==> src/rtl/io_uart_tx_pkg.sv <==
// Shared definitions for the memory-mapped UART transmitter: FSM encoding,
// status word layout and the IO word-address bit that selects the UART.
package io_uart_tx_pkg;

  typedef enum logic [1:0] {
    ST_IDLE  = 2'd0,
    ST_START = 2'd1,
    ST_DATA  = 2'd2,
    ST_STOP  = 2'd3
  } uart_state_e;

  localparam int STAT_FULL     = 8;
  localparam int STAT_BUSY     = 9;
  localparam int STAT_OVF      = 10;
  localparam int UART_ADDR_BIT = 1;

  typedef struct packed {
    logic ovf;
    logic busy;
    logic full;
  } uart_status_t;

  function automatic logic [31:0] status_word(input uart_status_t st);
    logic [31:0] w;
    w            = '0;
    w[STAT_FULL] = st.full;
    w[STAT_BUSY] = st.busy;
    w[STAT_OVF]  = st.ovf;
    return w;
  endfunction

endpackage

==> src/rtl/io_uart_tx_if.sv <==
// CPU-side IO bus seen by the UART: select, write/read strobes and data.
interface io_uart_tx_if;
  logic        sel;
  logic        mem_wstrb;
  logic [31:0] mem_wdata;
  logic        mem_rstrb;
  logic [31:0] mem_rdata;

  modport master (output sel, mem_wstrb, mem_wdata, mem_rstrb, input mem_rdata);
  modport slave  (input sel, mem_wstrb, mem_wdata, mem_rstrb, output mem_rdata);
endinterface

==> src/rtl/io_uart_tx_fifo.sv <==
// io_fifo: power-of-two circular byte FIFO with show-ahead output.
// Push while full and pop while empty are ignored.
module io_fifo #(
  parameter int DEPTH = 8,
  parameter int W     = 8
) (
  input  logic         clk,
  input  logic         reset,
  input  logic         push,
  input  logic         pop,
  input  logic [W-1:0] din,
  output logic [W-1:0] dout,
  output logic         full,
  output logic         empty
);
  localparam int AW = $clog2(DEPTH);

  logic [W-1:0]  mem [DEPTH];
  logic [AW-1:0] wptr, rptr;
  logic [AW:0]   count;
  logic          wr_en, rd_en;

  assign full  = (count == (AW+1)'(DEPTH));
  assign empty = (count == '0);
  assign wr_en = push & ~full;
  assign rd_en = pop & ~empty;
  assign dout  = mem[rptr];

  // Storage carries no reset; only pointers and count define contents.
  always_ff @(posedge clk) begin
    if (wr_en) mem[wptr] <= din;
  end

  always_ff @(posedge clk) begin
    if (reset) begin
      wptr  <= '0;
      rptr  <= '0;
      count <= '0;
    end else begin
      if (wr_en) wptr <= wptr + 1'b1;
      if (rd_en) rptr <= rptr + 1'b1;
      case ({wr_en, rd_en})
        2'b10:   count <= count + 1'b1;
        2'b01:   count <= count - 1'b1;
        default: count <= count;
      endcase
    end
  end

endmodule

==> src/rtl/io_uart_tx.sv <==
// Memory-mapped 8N1 UART transmitter with status register.
// Define UART_FIFO_EN for a FIFO_DEPTH-entry transmit FIFO; otherwise one holding register.
module io_uart_tx
  import io_uart_tx_pkg::*;
#(
  parameter int CLKS_PER_BIT = 104,
  parameter int FIFO_DEPTH   = 8
) (
  input  logic         clk,
  input  logic         reset,
  io_uart_tx_if.slave  bus,
  output logic         tx
);
  localparam int BW = (CLKS_PER_BIT > 2) ? $clog2(CLKS_PER_BIT) : 1;
  localparam logic [BW-1:0] BAUD_MAX = BW'(CLKS_PER_BIT - 1);

  uart_state_e   state, state_nx;
  logic [BW-1:0] baud_cnt;
  logic [2:0]    bit_idx;
  logic [7:0]    shift;
  logic          tx_nx;
  logic          baud_done;

  logic       wr, rd, push, pop, drop;
  logic       full, empty, busy, ovf;
  logic [7:0] dout;

  assign wr        = bus.sel & bus.mem_wstrb;
  assign rd        = bus.sel & bus.mem_rstrb;
  // full is the pre-pop value, so a write meeting a full store is dropped even on a pop cycle
  assign push      = wr & ~full;
  assign drop      = wr & full;
  assign pop       = (state == ST_IDLE) & ~empty;
  assign busy      = ~empty | (state != ST_IDLE);
  assign baud_done = (baud_cnt == '0);

`ifdef UART_FIFO_EN
  io_fifo #(.DEPTH(FIFO_DEPTH), .W(8)) u_fifo (
    .clk   (clk),
    .reset (reset),
    .push  (push),
    .pop   (pop),
    .din   (bus.mem_wdata[7:0]),
    .dout  (dout),
    .full  (full),
    .empty (empty)
  );
`else
  localparam int UNUSED_FIFO_DEPTH = FIFO_DEPTH;
  logic hold_vld;

  always_ff @(posedge clk) begin
    if (reset) begin
      hold_vld <= 1'b0;
      dout     <= '0;
    end else if (push) begin
      hold_vld <= 1'b1;
      dout     <= bus.mem_wdata[7:0];
    end else if (pop) begin
      hold_vld <= 1'b0;
    end
  end

  assign full  = hold_vld;
  assign empty = ~hold_vld;
`endif

  logic unused_wdata;
  assign unused_wdata = ^bus.mem_wdata[31:8];

  always_ff @(posedge clk) begin
    if (reset) state <= ST_IDLE;
    else       state <= state_nx;
  end

  always_comb begin
    state_nx = state;
    case (state)
      ST_IDLE:  if (!empty)                        state_nx = ST_START;
      ST_START: if (baud_done)                     state_nx = ST_DATA;
      ST_DATA:  if (baud_done && bit_idx == 3'd7)  state_nx = ST_STOP;
      ST_STOP:  if (baud_done)                     state_nx = ST_IDLE;
      default:                                     state_nx = ST_IDLE;
    endcase
  end

  always_comb begin
    tx_nx = 1'b1;
    case (state)
      ST_START: tx_nx = 1'b0;
      ST_DATA:  tx_nx = shift[0];
      default:  tx_nx = 1'b1;
    endcase
  end

  // tx is registered so the line is glitch-free; it lags the state by one clk.
  always_ff @(posedge clk) begin
    if (reset) begin
      tx       <= 1'b1;
      baud_cnt <= '0;
      bit_idx  <= '0;
      shift    <= '0;
    end else begin
      tx <= tx_nx;
      if (state == ST_IDLE) begin
        if (pop) begin
          shift    <= dout;
          baud_cnt <= BAUD_MAX;
          bit_idx  <= '0;
        end
      end else if (baud_done) begin
        baud_cnt <= BAUD_MAX;
        if (state == ST_DATA) begin
          shift   <= shift >> 1;
          bit_idx <= bit_idx + 3'd1;
        end else begin
          bit_idx <= '0;
        end
      end else begin
        baud_cnt <= baud_cnt - 1'b1;
      end
    end
  end

  // A read captures the pre-clear flag; an overflowing write on the same edge keeps it set.
  always_ff @(posedge clk) begin
    if (reset) begin
      ovf           <= 1'b0;
      bus.mem_rdata <= '0;
    end else begin
      if (rd) bus.mem_rdata <= status_word('{ovf: ovf, busy: busy, full: full});
      if (drop)    ovf <= 1'b1;
      else if (rd) ovf <= 1'b0;
    end
  end

endmodule
==> src/flat_wrapper.sv <==
// flat-port wrapper written by rule: the top's interface ports become plain ports
module io_uart_tx_flat import io_uart_tx_pkg::*;
#(
  parameter int CLKS_PER_BIT = 104,
  parameter int FIFO_DEPTH   = 8
)
  (clk, reset, tx, bus_sel, bus_mem_wstrb, bus_mem_wdata, bus_mem_rstrb, bus_mem_rdata);
  io_uart_tx_if bus_i ();
  input  logic clk;
  input  logic reset;
  output logic tx;
  input wire logic [$bits(bus_i.sel)-1:0] bus_sel;
  input wire logic [$bits(bus_i.mem_wstrb)-1:0] bus_mem_wstrb;
  input wire logic [$bits(bus_i.mem_wdata)-1:0] bus_mem_wdata;
  input wire logic [$bits(bus_i.mem_rstrb)-1:0] bus_mem_rstrb;
  output wire logic [$bits(bus_i.mem_rdata)-1:0] bus_mem_rdata;
  assign bus_i.sel = bus_sel;
  assign bus_i.mem_wstrb = bus_mem_wstrb;
  assign bus_i.mem_wdata = bus_mem_wdata;
  assign bus_i.mem_rstrb = bus_mem_rstrb;
  assign bus_mem_rdata = bus_i.mem_rdata;
  io_uart_tx #(.CLKS_PER_BIT(CLKS_PER_BIT), .FIFO_DEPTH(FIFO_DEPTH)) u_core (.clk(clk), .reset(reset), .bus(bus_i), .tx(tx));
endmodule
==> config.mk <==
export PLATFORM = sky130hd
export DESIGN_NAME = io_uart_tx_flat
export DESIGN_NICKNAME = d
export VERILOG_FILES = /design/src/rtl/io_uart_tx_pkg.sv /design/src/rtl/io_uart_tx_if.sv /design/src/rtl/io_uart_tx_fifo.sv /design/src/rtl/io_uart_tx.sv /design/src/flat_wrapper.sv
export SDC_FILE = /design/constraint.sdc
export NUM_CORES = 1
export LEC_CHECK = 0
export BUFFER_PORTS_ARGS = -buffer_cell sky130_fd_sc_hd__buf_2
export CAP_MARGIN = 5
export CORE_UTILIZATION = 44
export CTS_CLUSTER_SIZE = 8
export DETAILED_ROUTE_END_ITERATION = 16
export PLACE_DENSITY = 0.74
export SYNTH_ARGS = -nofsm -noshare
export SYNTH_HDL_FRONTEND = slang
export SYNTH_SLANG_ARGS = --single-unit
==> constraint.sdc <==
create_clock -name clk -period 1.4 [get_ports clk]
set_input_delay 0.14 -clock clk [delete_from_list [all_inputs] [get_ports clk]]
set_output_delay 0.14 -clock clk [all_outputs]
set_load 0.05 [all_outputs]
### Word-level counts from Yosys, hierarchy flattened

Cells that the tools add are included.

* $add $sub $neg: 2
* equality and inequality tests: 9
* multiplexer cells: 21
* bitwise logic cells: 7
* reduce and logical (&&, ||, !) cells: 11

Operators with widths (number)
* $mux 8: 4
* $mux 7: 3
* $mux 3: 4
* $ne 2x1->1 const B: 5
* $reduce_bool 2->1: 5
* $mux 2: 4
* $pmux 2 s4: 1
* $logic_not 7->1: 1
* $sub 7x1->7 const B: 1
* $and 1x1->1: 5
* $eq 2x2->1 const B: 2
* $mux 1: 4
* $reduce_and 4->1: 1
* $add 3x1->3 const B: 1
* $eq 3x3->1 const B: 1
* $reduce_and 3->1: 1
* $eq 2x1->1 const B: 1
* $logic_not 2->1: 1
* $pmux 1 s2: 1
* $reduce_and 2->1: 1
* $logic_and 1x1->1: 1
* $not 1->1: 1
* $or 1x1->1: 1

* bits in registers: 34
* input port bits: 37
* output and inout port bits: 33

### Depth between registers and ports, before layout

* word-level depth: 4
* mapped depth: 7
* gate-level depth less buffers: 6

### Worst setup path after synthesis

No wires, ideal clock.

* path kind: reg-to-reg
* start: reg u_core.baud_cnt[0]
* end: reg u_core.bit_idx[0]
* library setup time: 0.121 ns
* arrival time: 1.409 ns
* path slack: -0.129 ns
* cell stages (with the launch flop): 7
* path buffers: 0
* clock period less this slack: 1.529 ns
* cells stage by stage: dfxtp_1 inv_1 ha_1 nor3b_2 a31oi_1 and2_1 mux2_2

* cells in the longest elaborated chain, start to end: 3

Ends and longest elaborated chain
* start: declaration: RTL line io_uart_tx.sv:18 `logic [BW-1:0] baud_cnt;`
* start signal: assignment: RTL line io_uart_tx.sv:120 `baud_cnt <= baud_cnt - 1'b1;`
* $logic_not 7->1: RTL line io_uart_tx.sv:35 `assign baud_done = (baud_cnt == '0);`
* $reduce_bool 2->1 (no line)
* $reduce_and 2->1 (no line)
* end signal: assignment: RTL line io_uart_tx.sv:115 `bit_idx <= bit_idx + 3'd1;`
* end: declaration: RTL line io_uart_tx.sv:19 `logic [2:0] bit_idx;`

Every way passes these cells.
A chain may end at the register's enable or synchronous reset.

### Final worst setup path

* start: reg u_core.baud_cnt[1]
* end: reg u_core.state[0]

* cells in the longest elaborated chain, start to end: 4
* elaborated cells between the ends (all ways): 6

Ends and longest elaborated chain
* $logic_not 7->1 (*): RTL line io_uart_tx.sv:35
* $logic_and 1x1->1: RTL line io_uart_tx.sv:81 `ST_DATA: if (baud_done && bit_idx == 3'd7) state_nx = ST_STOP;`
* $ne 2x1->1 (no line)
* $reduce_and 4->1 (no line) (*)
* end signal: assignment: RTL line io_uart_tx.sv:73 `else state <= state_nx;`
* end: declaration: RTL line io_uart_tx.sv:17 `uart_state_e state, state_nx;`

Mark *: on every way between the ends. The rest lies on a longest branch, timed or not.

==> run metrics <==
# hold bufs at CTS 0; placed cell area 2042 um2; Critical Path Start Type register; Pins Over Slew Limit 0; Remaining DRCs 0; grt ovf 0; multiplexer share of the synthesized area 0.04498; final cycle utilization of the critical path 1.106; Top FF cell, synth dfxtp_1; crit end category register; HP Start bus_mem_wdata[1]; Yosys cell types 42; share of layout cells above drive strength 1 0.3552; setup TNS -1.191 ns; Num CTS Buffers 5; reg2reg start u_core.baud_cnt[1]$_SDFFE_PP0P_; placer congestion estimate 0.8117; vias in the first global route 1444; die width 66.10 um; WL/cell 13.58 um; xor and xnor fraction of the mapped netlist area 0.004844; Synth-to-Final Area Change 28.17%; first-pass GRT wire length 6486 um; Setup CP Type reg2reg; clock transition at the registers of the reported paths 0.08 ns; post-synthesis sequential area ratio 0.3765; Worst R2R Setup Slack -0.15 ns; total number of vias 1564; Sequential Power Share 0.269; Core Region 3799 um2; DP Wirelength 2516 um; switch share 0.3738; Synth Instances 205; Synth top area share 0.3765; Yosys warning total 0; placed insts 291; Final Non-Filler Cells 307; class of the worst hold path in2reg; total track usage 0.1991; Worst Skew 0.01033 ns; Final Hold Fails 0; Endpoint, Worst Hold u_core.dout[1]$_SDFFE_PP0P_; # H-tree levels 2; Fill cells 343; FMAX 645.6 MHz; clock power share 0.228; initial core utilization 0.4760; Max clock buf depth 2; Die Area 4369 um2; n_diodes 0; switching power 1791 uW; data arrival time of the critical path 1.75 ns; Adder-Cell Fraction of Synth Area 0.05536; Post-synth EDFFs 0; Yosys reg bits 34; I/O pins 70; Clk Latency, worst-skew pair 0.30 ns; number of DRC markers in iteration 0 81; final layout net count 303; Compound-Gate Fraction of Synth Area 0.1730; hold depth 3; Final min period 1.549 ns; RSZ-0062 raised after global routing true; most frequent cells after synthesis dfxtp_1 (34), buf_4 (31), nand2_1 (27); main combinational cell family by area after synthesis simple AND/OR/NAND/NOR gates; Comb power frac 0.502; largest net degree at the start of global routing 28; cell taking the most area after synthesis dfxtp_1; Post-Synth Simple-Gate Area 0.1758; Std-Cell Rows 22; Async SR Flop Fraction 0; Crit path largest cell delay 0.33 ns; failing checks negative setup slack; count leader, synth dfxtp_1; CTS tree built; Int Pwr 3001 uW; Req. time, crit path 1.60 ns; Finished Core Util 0.6100; worst-path cell chain inv_2, ha_4, nor3b_4, buf_6, a31o_4, o211a_1, a211oi_2; Avg Inst Size Synth 8.819 um2; max-cap check violation count 0; Die Y 66.10 um; clk sinks 34; Root Buffer clkbuf_8; setup ws final -0.1490 ns; leak pwr 0.001046 uW; 1st-pass router iterations 4; Antenna Nets Post-Route 0; initial antenna violation count 0; Max VDD drop 0.001085 V; final wirelength 4168 um; RR Endpoint u_core.state[0]$_SDFFE_PP0P_; CP max-delay cell dfxtp_2; largest fanout on the critical path 4; outcome finished with violations; Final Cell Area 2317 um2; top post-synthesis cells by area dfxtp_1 (38%), buf_4 (13%), nand2_1 (5.6%); final setup fails 14; pwr dens 2068 nW/um2; R2R depth 7; via/cell ratio 5.094; Port Buf Inserts 16; Mapped Area 1808 um2
[critical path, delay by kind of cell (launching register included)]
family | cells | cell delay, ns
adder cells (fa/ha/maj) | 1 | 0.15
flip-flops | 1 | 0.33
buffers and inverters | 2 | 0.18
AO/OA/AOI/OAI | 3 | 0.63
AND/OR/NAND/NOR | 1 | 0.16
[metrics by stage]
stage	hold WS, ns	setup WS [ns]	power, uW
floorplan	0.2760	-0.03363	2549
global placement	0.3822	-0.1531	3162
detailed placement	0.3870	-0.1975	3218
CTS	0.07413	-0.1040	4577
global route	0.07521	-0.2338	5054
finish	0.07159	-0.1490	4793
[sequential cells by signal (all words and copies together), names as in the netlist]
signal                count
u_core.dout               8
u_core.shift              8
u_core.baud_cnt           7
u_core.bit_idx            3
u_core.bus.mem_rdata      3
u_core.state              2
u_core.full               1
u_core.ovf                1
u_core.tx                 1
[what timing repair did]
item | 4_1_cts | 5_1_grt
setup endpoints to repair | 19 | 18
cloned | 1 | 0
pin swaps | 9 | 3
setup buffers | 5 | 2
resized for setup | 11 | 8
[layout make-up]
class | count | area (um2) | area share
inverter | 7 | 26.28 | 0.01134
clock buffer | 5 | 68.82 | 0.02970
clock inverter | 3 | 68.82 | 0.02970
multi-input combinational | 157 | 1042 | 0.4498
tap | 48 | 60.06 | 0.02592
timing repair buffer | 53 | 365.4 | 0.1577
sequential | 34 | 685.7 | 0.2959
[cells in the final DEF, fill, tap and decap left out, types with 5 or more instances in the layout]
cell and n:
conb_1 29, a211oi_1 6, nor2_1 14, ha_1 5
buf_4 35, buf_2 16, a21oi_1 16, clkbuf_8 5
mux2i_1 7, nand2_1 27, nand3_1 6, dfxtp_1 30
[power by group through the flow]
stage / registers [uW] / clock network [uW] / logic, uW
floorplan: 1340 / 0 / 1210
global placement: 1290 / 0 / 1870
detailed placement: 1290 / 0 / 1920
CTS: 1270 / 1100 / 2200
global route: 1310 / 1150 / 2600
finish: 1290 / 1090 / 2410
[routing by layer]
| layer | vias up | GRT usage | share of wire |
|---|---|---|---|
| met5 | - | 0 | 0 |
| met4 | 0 | 0.07181 | 0.020 |
| met3 | 12 | 0.04655 | 0.055 |
| met2 | 62 | 0.3495 | 0.53 |
| met1 | 730 | 0.2336 | 0.39 |
| li1 | 760 | - | - |
[worst max-delay path by stage]
stage	startpoint	slack [ns]	to
final	u_core.baud_cnt[1]$_SDFFE_PP0P_	-0.15	u_core.state[0]$_SDFFE_PP0P_
after global routing	u_core.baud_cnt[1]$_SDFFE_PP0P_	-0.23	u_core.bit_idx[0]$_SDFFE_PP0P_
after CTS	u_core.baud_cnt[1]$_SDFFE_PP0P_	-0.10	u_core.state[0]$_SDFFE_PP0P_
after detailed placement	u_core.baud_cnt[1]$_SDFFE_PP0P_	-0.20	u_core.state[0]$_SDFFE_PP0P_
after global placement	u_core.baud_cnt[0]$_SDFFE_PP0P_	-0.15	u_core.state[0]$_SDFFE_PP0P_
after floorplan	u_core.baud_cnt[1]$_SDFFE_PP0P_	-0.03	u_core.bit_idx[0]$_SDFFE_PP0P_
[kinds of logic after synthesis]
| kind of cell | count (synthesis) |
|---|---|
| buf+inv | 43 |
| flops | 34 |
| mux | 8 |
| xor+xnor | 1 |
| compound gates | 45 |
| simple gates | 65 |
| fa+ha+maj | 8 |
| other cells | 1 |
(Power assumes the default switching activity.)
